[src/rtl/recog_pkg.sv]
// ---------------------------------------------------------------------------
// recog_pkg
// Shared definitions for the handwritten-digit recognition session logic:
//   - geometry / code widths of the stroke grid and classifier result
//   - session FSM state encoding (enum plus plain 3-bit constants)
//   - touched(): raw panel coordinates -> "pen is on the panel"
// ---------------------------------------------------------------------------
package recog_pkg;

  localparam int GRID_X  = 12;  // stroke-grid columns
  localparam int GRID_Y  = 8;   // stroke-grid rows
  localparam int DIGIT_W = 4;   // classifier digit code width
  localparam int COORD_W = 12;  // raw touch-panel coordinate width
  localparam int STATE_W = 3;   // session state code width

  typedef enum logic [STATE_W-1:0] {
    SS_CLR   = 3'd0,
    SS_ARMED = 3'd1,
    SS_DRAW  = 3'd2,
    SS_REQ   = 3'd3,
    SS_WAIT  = 3'd4,
    SS_SHOW  = 3'd5
  } sess_state_t;

  // Plain constants so the state register can be a simple vector that can
  // also hold the unused codes 6/7 (which recover to CLR).
  localparam logic [STATE_W-1:0] ST_CLR   = SS_CLR;
  localparam logic [STATE_W-1:0] ST_ARMED = SS_ARMED;
  localparam logic [STATE_W-1:0] ST_DRAW  = SS_DRAW;
  localparam logic [STATE_W-1:0] ST_REQ   = SS_REQ;
  localparam logic [STATE_W-1:0] ST_WAIT  = SS_WAIT;
  localparam logic [STATE_W-1:0] ST_SHOW  = SS_SHOW;

  // The panel reports (0,0) when nothing touches it.
  function automatic logic touched(input logic [COORD_W-1:0] x,
                                   input logic [COORD_W-1:0] y);
    return (x | y) != '0;
  endfunction

endpackage

[src/rtl/touch_debounce.sv]
// ---------------------------------------------------------------------------
// touch_debounce
// Detects a touch from raw panel coordinates and counts consecutive touched
// cycles while enabled. pen_down is high while the run has reached
// DEBOUNCE_N; any untouched cycle (or enable low) restarts the run.
// Ports:
//   clk, rst_n         clock, asynchronous active-low reset
//   enable             count only while high (session is armed)
//   touch_x, touch_y   raw panel coordinates
//   touched            combinational "coordinates non-zero"
//   pen_down           debounced pen-down indication
// ---------------------------------------------------------------------------
module touch_debounce
  import recog_pkg::*;
#(
  parameter int DEBOUNCE_N = 4
) (
  input  logic               clk,
  input  logic               rst_n,
  input  logic               enable,
  input  logic [COORD_W-1:0] touch_x,
  input  logic [COORD_W-1:0] touch_y,
  output logic               touched_now,
  output logic               pen_down
);

  localparam int RUN_W = $clog2(DEBOUNCE_N + 1);
  localparam logic [RUN_W-1:0] RUN_MAX = RUN_W'(DEBOUNCE_N);

  logic [RUN_W-1:0] run_reg;
  logic [RUN_W-1:0] run_next;

  assign touched_now = touched(touch_x, touch_y);

  // The run saturates at DEBOUNCE_N so a held touch cannot wrap it.
  always_comb begin
    run_next = run_reg;
    if (!enable || !touched_now) begin
      run_next = '0;
    end else if (run_reg != RUN_MAX) begin
      run_next = run_reg + RUN_W'(1);
    end
  end

  always_ff @(posedge clk or negedge rst_n) begin
    if (!rst_n) begin
      run_reg <= '0;
    end else begin
      run_reg <= run_next;
    end
  end

  assign pen_down = enable && (run_reg == RUN_MAX);

endmodule

[src/rtl/recog_session_ctrl.sv]
// ---------------------------------------------------------------------------
// recog_session_ctrl
// Sequences one digit-recognition session: clear the stroke accumulator,
// wait for a debounced pen-down, capture strokes until a long pen-up gap,
// request classification (with timeout), show the digit, then clear again.
// Ports:
//   i_clk, i_rst            clock, asynchronous active-low reset
//   i_touch_x, i_touch_y    raw panel coordinates (0,0 = no touch)
//   i_clear                 user abort, forces CLR from any other state
//   i_result_ready          classifier done (level)
//   i_result                classifier digit, sampled only in WAIT
//   o_acc_clr               one-cycle accumulator clear pulse
//   o_acc_start             accumulator capture enable (DRAW)
//   o_pls_check             classification request (WAIT and SHOW)
//   o_result                latched digit
//   o_result_valid          digit displayable (SHOW)
//   o_timeout_err           last request timed out; cleared with o_acc_clr
//   o_state                 current state code for debug/LEDs
// ---------------------------------------------------------------------------
module recog_session_ctrl
  import recog_pkg::*;
#(
  parameter int DEBOUNCE_N   = 4,
  parameter int PENUP_CYCLES = 25_000_000,
  parameter int RESULT_TO    = 1_000_000,
  parameter int SHOW_CYCLES  = 100_000_000,
  parameter int CNT_W        = 27
) (
  input  logic               i_clk,
  input  logic               i_rst,
  input  logic [COORD_W-1:0] i_touch_x,
  input  logic [COORD_W-1:0] i_touch_y,
  input  logic               i_clear,
  input  logic               i_result_ready,
  input  logic [DIGIT_W-1:0] i_result,
  output logic               o_acc_clr,
  output logic               o_acc_start,
  output logic               o_pls_check,
  output logic [DIGIT_W-1:0] o_result,
  output logic               o_result_valid,
  output logic               o_timeout_err,
  output logic [STATE_W-1:0] o_state
);

  localparam logic [CNT_W-1:0] PENUP_LOAD  = CNT_W'(PENUP_CYCLES - 1);
  localparam logic [CNT_W-1:0] RESULT_LOAD = CNT_W'(RESULT_TO - 1);
  localparam logic [CNT_W-1:0] SHOW_LOAD   = CNT_W'(SHOW_CYCLES - 1);

  logic [STATE_W-1:0] state_reg;
  logic [STATE_W-1:0] state_next;
  logic [CNT_W-1:0]   cnt_reg;
  logic [CNT_W-1:0]   cnt_next;
  logic [CNT_W-1:0]   cnt_dec;
  logic               cnt_zero;
  logic               touch;
  logic               pen_down;
  logic               timeout_hit;

  touch_debounce #(
    .DEBOUNCE_N (DEBOUNCE_N)
  ) u_debounce (
    .clk         (i_clk),
    .rst_n       (i_rst),
    .enable      (state_reg == ST_ARMED),
    .touch_x     (i_touch_x),
    .touch_y     (i_touch_y),
    .touched_now (touch),
    .pen_down    (pen_down)
  );

  assign cnt_zero = (cnt_reg == '0);
  // Saturating decrement: the shared counter never wraps below zero.
  assign cnt_dec  = cnt_zero ? '0 : cnt_reg - CNT_W'(1);

  // Next-state logic. i_clear overrides everything except CLR itself.
  always_comb begin
    state_next  = state_reg;
    timeout_hit = 1'b0;
    case (state_reg)
      ST_CLR:   state_next = ST_ARMED;
      ST_ARMED: if (pen_down) state_next = ST_DRAW;
      ST_DRAW:  if (!touch && cnt_zero) state_next = ST_REQ;
      ST_REQ:   state_next = ST_WAIT;
      ST_WAIT: begin
        // Ready wins over a timeout falling in the same cycle.
        if (i_result_ready) begin
          state_next = ST_SHOW;
        end else if (cnt_zero) begin
          state_next  = ST_CLR;
          timeout_hit = 1'b1;
        end
      end
      ST_SHOW:  if (touch || cnt_zero) state_next = ST_CLR;
      default:  state_next = ST_CLR;
    endcase
    if (i_clear && (state_reg != ST_CLR)) begin
      state_next  = ST_CLR;
      timeout_hit = 1'b0;
    end
  end

  // Shared down-counter: loaded on entry to a timed state, then counts
  // down; in DRAW every touched cycle restarts the pen-up gap.
  always_comb begin
    cnt_next = cnt_reg;
    if (state_next != state_reg) begin
      case (state_next)
        ST_DRAW: cnt_next = PENUP_LOAD;
        ST_WAIT: cnt_next = RESULT_LOAD;
        ST_SHOW: cnt_next = SHOW_LOAD;
        default: cnt_next = '0;
      endcase
    end else begin
      case (state_reg)
        ST_DRAW: cnt_next = touch ? PENUP_LOAD : cnt_dec;
        ST_WAIT: cnt_next = cnt_dec;
        ST_SHOW: cnt_next = cnt_dec;
        default: cnt_next = '0;
      endcase
    end
  end

  // State, counter and all outputs are registered. Level outputs follow
  // the state being entered so they line up with o_state; the clear pulse
  // is issued on the edge that leaves CLR, which is also where the sticky
  // timeout flag is dropped.
  always_ff @(posedge i_clk or negedge i_rst) begin
    if (!i_rst) begin
      state_reg      <= ST_CLR;
      cnt_reg        <= '0;
      o_acc_clr      <= 1'b0;
      o_acc_start    <= 1'b0;
      o_pls_check    <= 1'b0;
      o_result       <= '0;
      o_result_valid <= 1'b0;
      o_timeout_err  <= 1'b0;
    end else begin
      state_reg      <= state_next;
      cnt_reg        <= cnt_next;
      o_acc_clr      <= (state_reg == ST_CLR);
      o_acc_start    <= (state_next == ST_DRAW);
      o_pls_check    <= (state_next == ST_WAIT) || (state_next == ST_SHOW);
      o_result_valid <= (state_next == ST_SHOW);
      if (state_reg == ST_CLR) begin
        o_timeout_err <= 1'b0;
      end else if (timeout_hit) begin
        o_timeout_err <= 1'b1;
      end
      // Out-of-range digits are passed through unchanged.
      if ((state_reg == ST_WAIT) && (state_next == ST_SHOW)) begin
        o_result <= i_result;
      end
    end
  end

  assign o_state = state_reg;

endmodule
[config.mk]
export PLATFORM = sky130hd
export DESIGN_NAME = recog_session_ctrl
export DESIGN_NICKNAME = d
export VERILOG_FILES = /design/src/rtl/recog_pkg.sv /design/src/rtl/touch_debounce.sv /design/src/rtl/recog_session_ctrl.sv
export SDC_FILE = /design/constraint.sdc
export NUM_CORES = 1
export LEC_CHECK = 0
export ABC_AREA = 0
export ABC_CLOCK_PERIOD_IN_PS = 4300
export BUFFER_PORTS_ARGS = -buffer_cell sky130_fd_sc_hd__buf_2
export CORE_MARGIN = 5
export CORE_UTILIZATION = 56
export CTS_BUF_LIST = sky130_fd_sc_hd__clkbuf_16
export DETAILED_ROUTE_END_ITERATION = 12
export PLACE_DENSITY_LB_ADDON = 0.1
export SLEW_MARGIN = 5
export SYNTH_ARGS = -nofsm -noshare
export SYNTH_HDL_FRONTEND = slang
export SYNTH_SLANG_ARGS = --single-unit
export TNS_END_PERCENT = 1
[constraint.sdc]
create_clock -name i_clk -period 4.3 [get_ports i_clk]
set_clock_uncertainty 0.15 [all_clocks]
set_input_delay 0.86 -clock i_clk [delete_from_list [all_inputs] [get_ports i_clk]]
set_output_delay 0.86 -clock i_clk [all_outputs]
set_load 0.01 [all_outputs]
==> impl_metrics.csv, run 1 <==
group,metric,value,unit
sta,rsz0062_at_grt,"false",
layout,largest_reg_flops,27,
floorplan,die_height,75.96,um
layout,fillCellCount,361,
routing,route.detailed.drc,0,
worst_setup_path,cp.required,4.28,ns
floorplan,die-area,5769,um2
clock_tree,htree_levels,2,
worst_setup_path,r2r-start,"cnt_reg[0]",
logic_synthesis,async_reset_ff_frac,1.000,
logic_synthesis,avgSynthCellArea,9.298,um2
routing,wl_per_cell,16.11,um
layout,layout-drive-gt1-share,0.2353,
sta,period_share,0.8912,
placement,post-dp-hpwl,4198,um
layout,area_growth,17.26,%
logic_synthesis,synth_area_leader_cell,"dfrtp_1",
logic_synthesis,netlist_area,2436,um2
floorplan,ios,44,
floorplan,core-area,4294,um2
logic_synthesis,synth_area_leaders,"dfrtp_1 (43%), xnor2_1 (4.3%), nor2_1 (4.0%), o21ai_0 (3.9%), nor4_1 (3.6%)",
worst_setup_path,rr_worst_depth,9,
worst_setup_path,reg2reg_to,"cnt_reg[4]",
global_routing,gr-total-overflow,0,
routing,ant_nets,0,
logic_synthesis,yosysWarnings,0,
floorplan,fp.dieW,75.96,um
hold_path,hold_path.startpoint,"o_timeout_err",
clock_tree,cts_sinks,42,
worst_setup_path,path_class,"register to register",
floorplan,start_util,0.5673,
hold_path,holdPathEnd,"o_timeout_err",
sta,fmax,260.9,MHz
pwr,power_density,744.6,nW/um2
logic_synthesis,synth_edf_count,0,
worst_setup_path,cp-end-kind,"register",
routing,dr_total_vias,2175,
clock_tree,cts_setup_buffers,0,
layout,final_nets,340,
routing,via_per_inst,6.075,
sta,hold_viol,0,
worst_setup_path,worstPathArrival,3.81,ns
hold_path,hp-class,"register to register",
sta,setup-tns-final,0,ns
logic_synthesis,synth_ff_type,"dfrtp_1",
flow_run,drv_cap,0,
clock_tree,ctsHoldBuffers,0,
global_routing,grt_antenna_before_repair,0,
logic_synthesis,seq_area_frac_synth,0.4314,
logic_synthesis,synthesis.nets,297,
logic_synthesis,synth_cells,262,
global_routing,grt_max_degree,43,
floorplan,fp-row-count,24,
global_routing,grt_pass1_vias,2128,
logic_synthesis,ys_ff_latch,42,
clock_tree,cts_tree,"built",
sta,fin_hold_ws,0.3484,ns
worst_setup_path,r2r_setup_slack,0.47,ns
clock_tree,post_cts_resize_count,0,
sta,setup_viol,0,
sta,final_max_slew_viol_count,0,
routing,detail_route.first_pass.iterations,4,
global_routing,grt_pass1_wl,10080,um
logic_synthesis,synth.most_common_cell,"dfrtp_1",
sta,relSlewSlack,0.3916,
worst_setup_path,worstPathMaxFanout,17,
routing,first_iter_violations,121,
clock_tree,numCtsBuffers,5,
pwr,leakage,1.408,nW
worst_setup_path,cp-start-kind,"register",
placement,io_buffers,43,
sta,tightest_slew,0.9125,ns
placement,gp_congestion,0.8936,
logic_synthesis,synth.top_cell.area_share,0.4314,
outcome,status,"finished clean",
sta,min_period,3.832,ns
routing,drt_wl_total,5769,um
hold_path,hold_path_depth,2,
layout,antenna_cells,0,
clock_tree,path_clk_slew,0.06,ns
logic_synthesis,synth_common_cells,"dfrtp_1 (42), nor2_1 (26), o21ai_0 (19)",
pwr,irDropWorstVdd,0.0003996,V
logic_synthesis,synth_cell_type_count,50,
clock_tree,clock_tree.root_cell,"clkbuf_16",
clock_tree,clock_path_buffers,2,
clock_tree,insertion_delay,0.28,ns
global_routing,grt_util_all_layers,0.2090,
power breakdown:
| group | switching [mW] | total (mW) | internal, mW |
|---|---|---|---|
| Clock | 0.150 | 0.422 | 0.272 |
| Combinational | 0.683 | 1.18 | 0.499 |
| Sequential | 0.0681 | 0.523 | 0.455 |
| Total | 0.901 | 2.13 | 1.23 |
per-stage QoR:
stage          setup WS, ns  cells    util  cell area [um2]  power, mW
2_1_floorplan         1.060    262       -             2436      1.460
3_3_place_gp         0.6366    350  0.6265             2690      1.692
3_5_place_dp         0.5389    350  0.6265             2690      1.704
4_1_cts              0.5093    358  0.6652             2856      2.134
5_1_grt              0.2545    358  0.6652             2856      2.311
6_report             0.4678    358  0.6652             2856      2.127
critical path, cell delays in order, from the launching register on:
cell	delay, ns
dfrtp_1	0.38
inv_1	0.09
ha_1	0.21
or4b_1	0.59
or4_1	0.75
nor4_1	0.35
o31a_1	0.26
nor4_1	0.09
o21bai_2	0.60
o21ai_0	0.20
routing by layer:
metal  part of all wire  vias up  wire (um)  track usage
li1                   -     1052          -            -
met5                  0        -          0            0
met2               0.48       58       2741       0.3313
met3              0.060        7        347      0.03555
met1               0.45     1058       2624       0.2972
met4             0.0095        0         55      0.05160
cell usage in the layout, fill, tap and decap left out, drive strengths merged, types with 9 or more instances in the layout:
| master | instances |
|---|---|
| a21oi | 13 |
| buf | 47 |
| dfrtp | 42 |
| inv | 13 |
| nand2 | 15 |
| nor2 | 27 |
| nor3 | 15 |
| nor4 | 15 |
| o21ai | 21 |
| or3 | 9 |
| or4 | 11 |
| xnor2 | 12 |
area by class of cell:
class,instances,area (um2),area share
inverters,12,45.04,0.01577
flip-flops and latches,42,1051,0.3679
repair buffers,47,245.2,0.08585
well taps,52,65.06,0.02278
clock inverters,3,41.29,0.01445
multi-input cells,197,1284,0.4494
clock buffers,5,125.1,0.04380
cell families after synthesis:
family,Yosys count,share of synthesized area
XOR/XNOR,18,0.06471
adder cells (fa/ha/maj),3,0.01541
AO/OA/AOI/OAI,62,0.1679
buffers and inverters,23,0.04160
flip-flops,42,0.4314
AND/OR/NAND/NOR,108,0.2517
multiplexers,6,0.02722
worst max path at each step:
stage | startpoint | endpoint | slack, ns | depth (start not counted)
2_1_floorplan | cnt_reg[0] | cnt_reg[15] | 1.06 | 12
4_1_cts | cnt_reg[0] | cnt_reg[4] | 0.51 | 9
3_3_place_gp | cnt_reg[0] | cnt_reg[5] | 0.64 | 9
6_report | cnt_reg[0] | cnt_reg[4] | 0.47 | 9
3_5_place_dp | cnt_reg[0] | cnt_reg[4] | 0.54 | 9
5_1_grt | cnt_reg[0] | cnt_reg[5] | 0.25 | 9
(Power assumes the default switching activity.)
==> inputs of run 2 (changes only) <==
- ABC_CLOCK_PERIOD_IN_PS: 4300 -> 4480
- CORE_UTILIZATION: 56 -> 60
- MAX_ROUTING_LAYER: not set -> met4
- clock period: 4.3 -> 4.48 ns (I/O delays scaled with it)
==> impl_metrics.csv, run 2 (synthesis results as in run 1) <==
group,metric,value,unit
worst_setup_path,max_stage_delay,0.75,ns
routing,ant_nets,0,
clock_tree,clock_path_buffers,2,
floorplan,fp-row-count,23,
worst_setup_path,r2r_setup_slack,0.66,ns
worst_setup_path,r2r-start,"cnt_reg[0]",
routing,wl_per_cell,16.61,um
pwr,power_density,710.3,nW/um2
global_routing,grt_pass1_wl,9880,um
worst_setup_path,worstPathMaxFanout,17,
worst_setup_path,timing.critical_path.buf_inv,1,
placement,gp_congestion,0.9487,
placement,dp_cells,345,
floorplan,die_height,73.72,um
routing,via_per_inst,6.074,
layout,fillCellCount,327,
clock_tree,cts_tree,"built",
flow_run,drv_cap,0,
routing,route.detailed.drc,0,
worst_setup_path,worstPathArrival,3.80,ns
worst_setup_path,cp.required,4.46,ns
global_routing,gr-total-overflow,0,
clock_tree,clock_tree.root_cell,"clkbuf_16",
sta,relSlewSlack,0.2254,
worst_setup_path,cp-start-kind,"register",
routing,drt_wl_total,5864,um
sta,rsz0062_at_grt,"false",
layout,final_cell_mix,"buf_2 (43), dfrtp_1 (42), nor2_1 (26)",
worst_setup_path,crit_top_cell,"nor4_1",
routing,detail_route.first_pass.iterations,4,
floorplan,fp.dieW,73.72,um
floorplan,ios,44,
sta,tightest_slew,1.158,ns
floorplan,core-area,3971,um2
layout,final_nets,337,
worst_setup_path,crit_family,"simple AND/OR/NAND/NOR gates",
layout,multi_input_area,1284,um2
sta,fin_hold_ws,0.3379,ns
layout,stdcell_count,353,
hold_path,hold_path.startpoint,"o_timeout_err",
sta,hold_viol,0,
floorplan,start_util,0.6134,
placement,post-dp-hpwl,4168,um
sta,min_period,3.821,ns
worst_setup_path,crit_start,"cnt_reg[0]",
layout,largest_reg_flops,27,
sta,fmax,261.7,MHz
sta,final_max_slew_viol_count,0,
worst_setup_path,cp-end-kind,"register",
routing,first_iter_violations,302,
sta,setup-tns-final,0,ns
worst_setup_path,path_class,"register to register",
clock_tree,path_clk_slew,0.06,ns
worst_setup_path,path_cells,"inv_1, ha_1, or4b_1, or4_1, nor4_1, o31a_1, nor4_1, o21bai_2, o21ai_0",
global_routing,grt_antenna_before_repair,0,
layout,regArea,1051,um2
layout,final_common_cell,"buf_2",
clock_tree,ctsHoldBuffers,0,
global_routing,grt_pass1_vias,2096,
pwr,irDropWorstVdd,0.0004479,V
pwr,leakage,1.387,nW
global_routing,grt_util_all_layers,0.2406,
sta,setup_viol,0,
hold_path,hp-class,"register to register",
clock_tree,post_cts_resize_count,0,
sta,period_share,0.8530,
outcome,status,"finished clean",
layout,layout-drive-gt1-share,0.2277,
worst_setup_path,crit_slowest_cell,"or4_1",
clock_tree,htree_levels,2,
global_routing,grt_max_degree,43,
clock_tree,numCtsBuffers,5,
routing,dr_total_vias,2144,
clock_tree,cts_setup_buffers,0,
clock_tree,insertion_delay,0.28,ns
layout,antenna_cells,0,
floorplan,die-area,5435,um2
placement,io_buffers,43,
clock_tree,cts_sinks,42,
layout,area_growth,15.25,%
## run 2: changes by cell type in the layout (fill, tap and decap cells not counted)
cell	change
bufinv_16	-1
clkinvlp_4	-1
clkinv_4	+1
clkinv_2	+1
buf_4	-3
## run 2: layout make-up
cell class,count,share of cell area
Clock buffer,5,0.04456
Clock inverter,3,0.006239
Inverter,12,0.01604
Multi-Input combinational cell,197,0.4572
Sequential cell,42,0.3743
Tap cell,50,0.02228
Timing Repair Buffer,44,0.07932
## run 2: final timing paths
path	cells after the start	endpoint
min in group asynchronous	1	o_timeout_err
hold / removal	2	o_timeout_err
hold reg to reg	2	o_timeout_err
setup / recovery	9	cnt_reg[21]
max in group asynchronous	1	cnt_reg[3]
setup reg to reg	9	cnt_reg[21]
## run 2: layer usage
layer | global-route usage | vias up | share of wire
met5 | - | - | 0
met4 | 0.06439 | 0 | 0.014
met3 | 0.05198 | 9 | 0.056
met2 | 0.3799 | 61 | 0.49
met1 | 0.3136 | 1023 | 0.44
li1 | - | 1051 | -
## run 2: tightest hold or removal path, cell delays in order, from the launching register on
cell and delay (ns):
dfrtp_1 0.33, a31oi_1 0.04, nor2_1 0.07
## run 2: report_power, final
group / switching (mW) / total (mW) / internal [mW]
sequential: 0.0642 / 0.501 / 0.436
clock: 0.143 / 0.347 / 0.204
combinational: 0.681 / 1.15 / 0.465
total: 0.888 / 1.99 / 1.11
## run 2: through the flow
step,area [um2],setup WS (ns),utilization,power (mW)
after detailed placement,2665,0.7050,0.6711,1.628
after floorplan,2436,1.240,-,1.402
after global routing,2808,0.4318,0.7070,2.151
after global placement,2665,0.8371,0.6711,1.609
after CTS,2808,0.6909,0.7070,1.990
final,2808,0.6587,0.7070,1.994
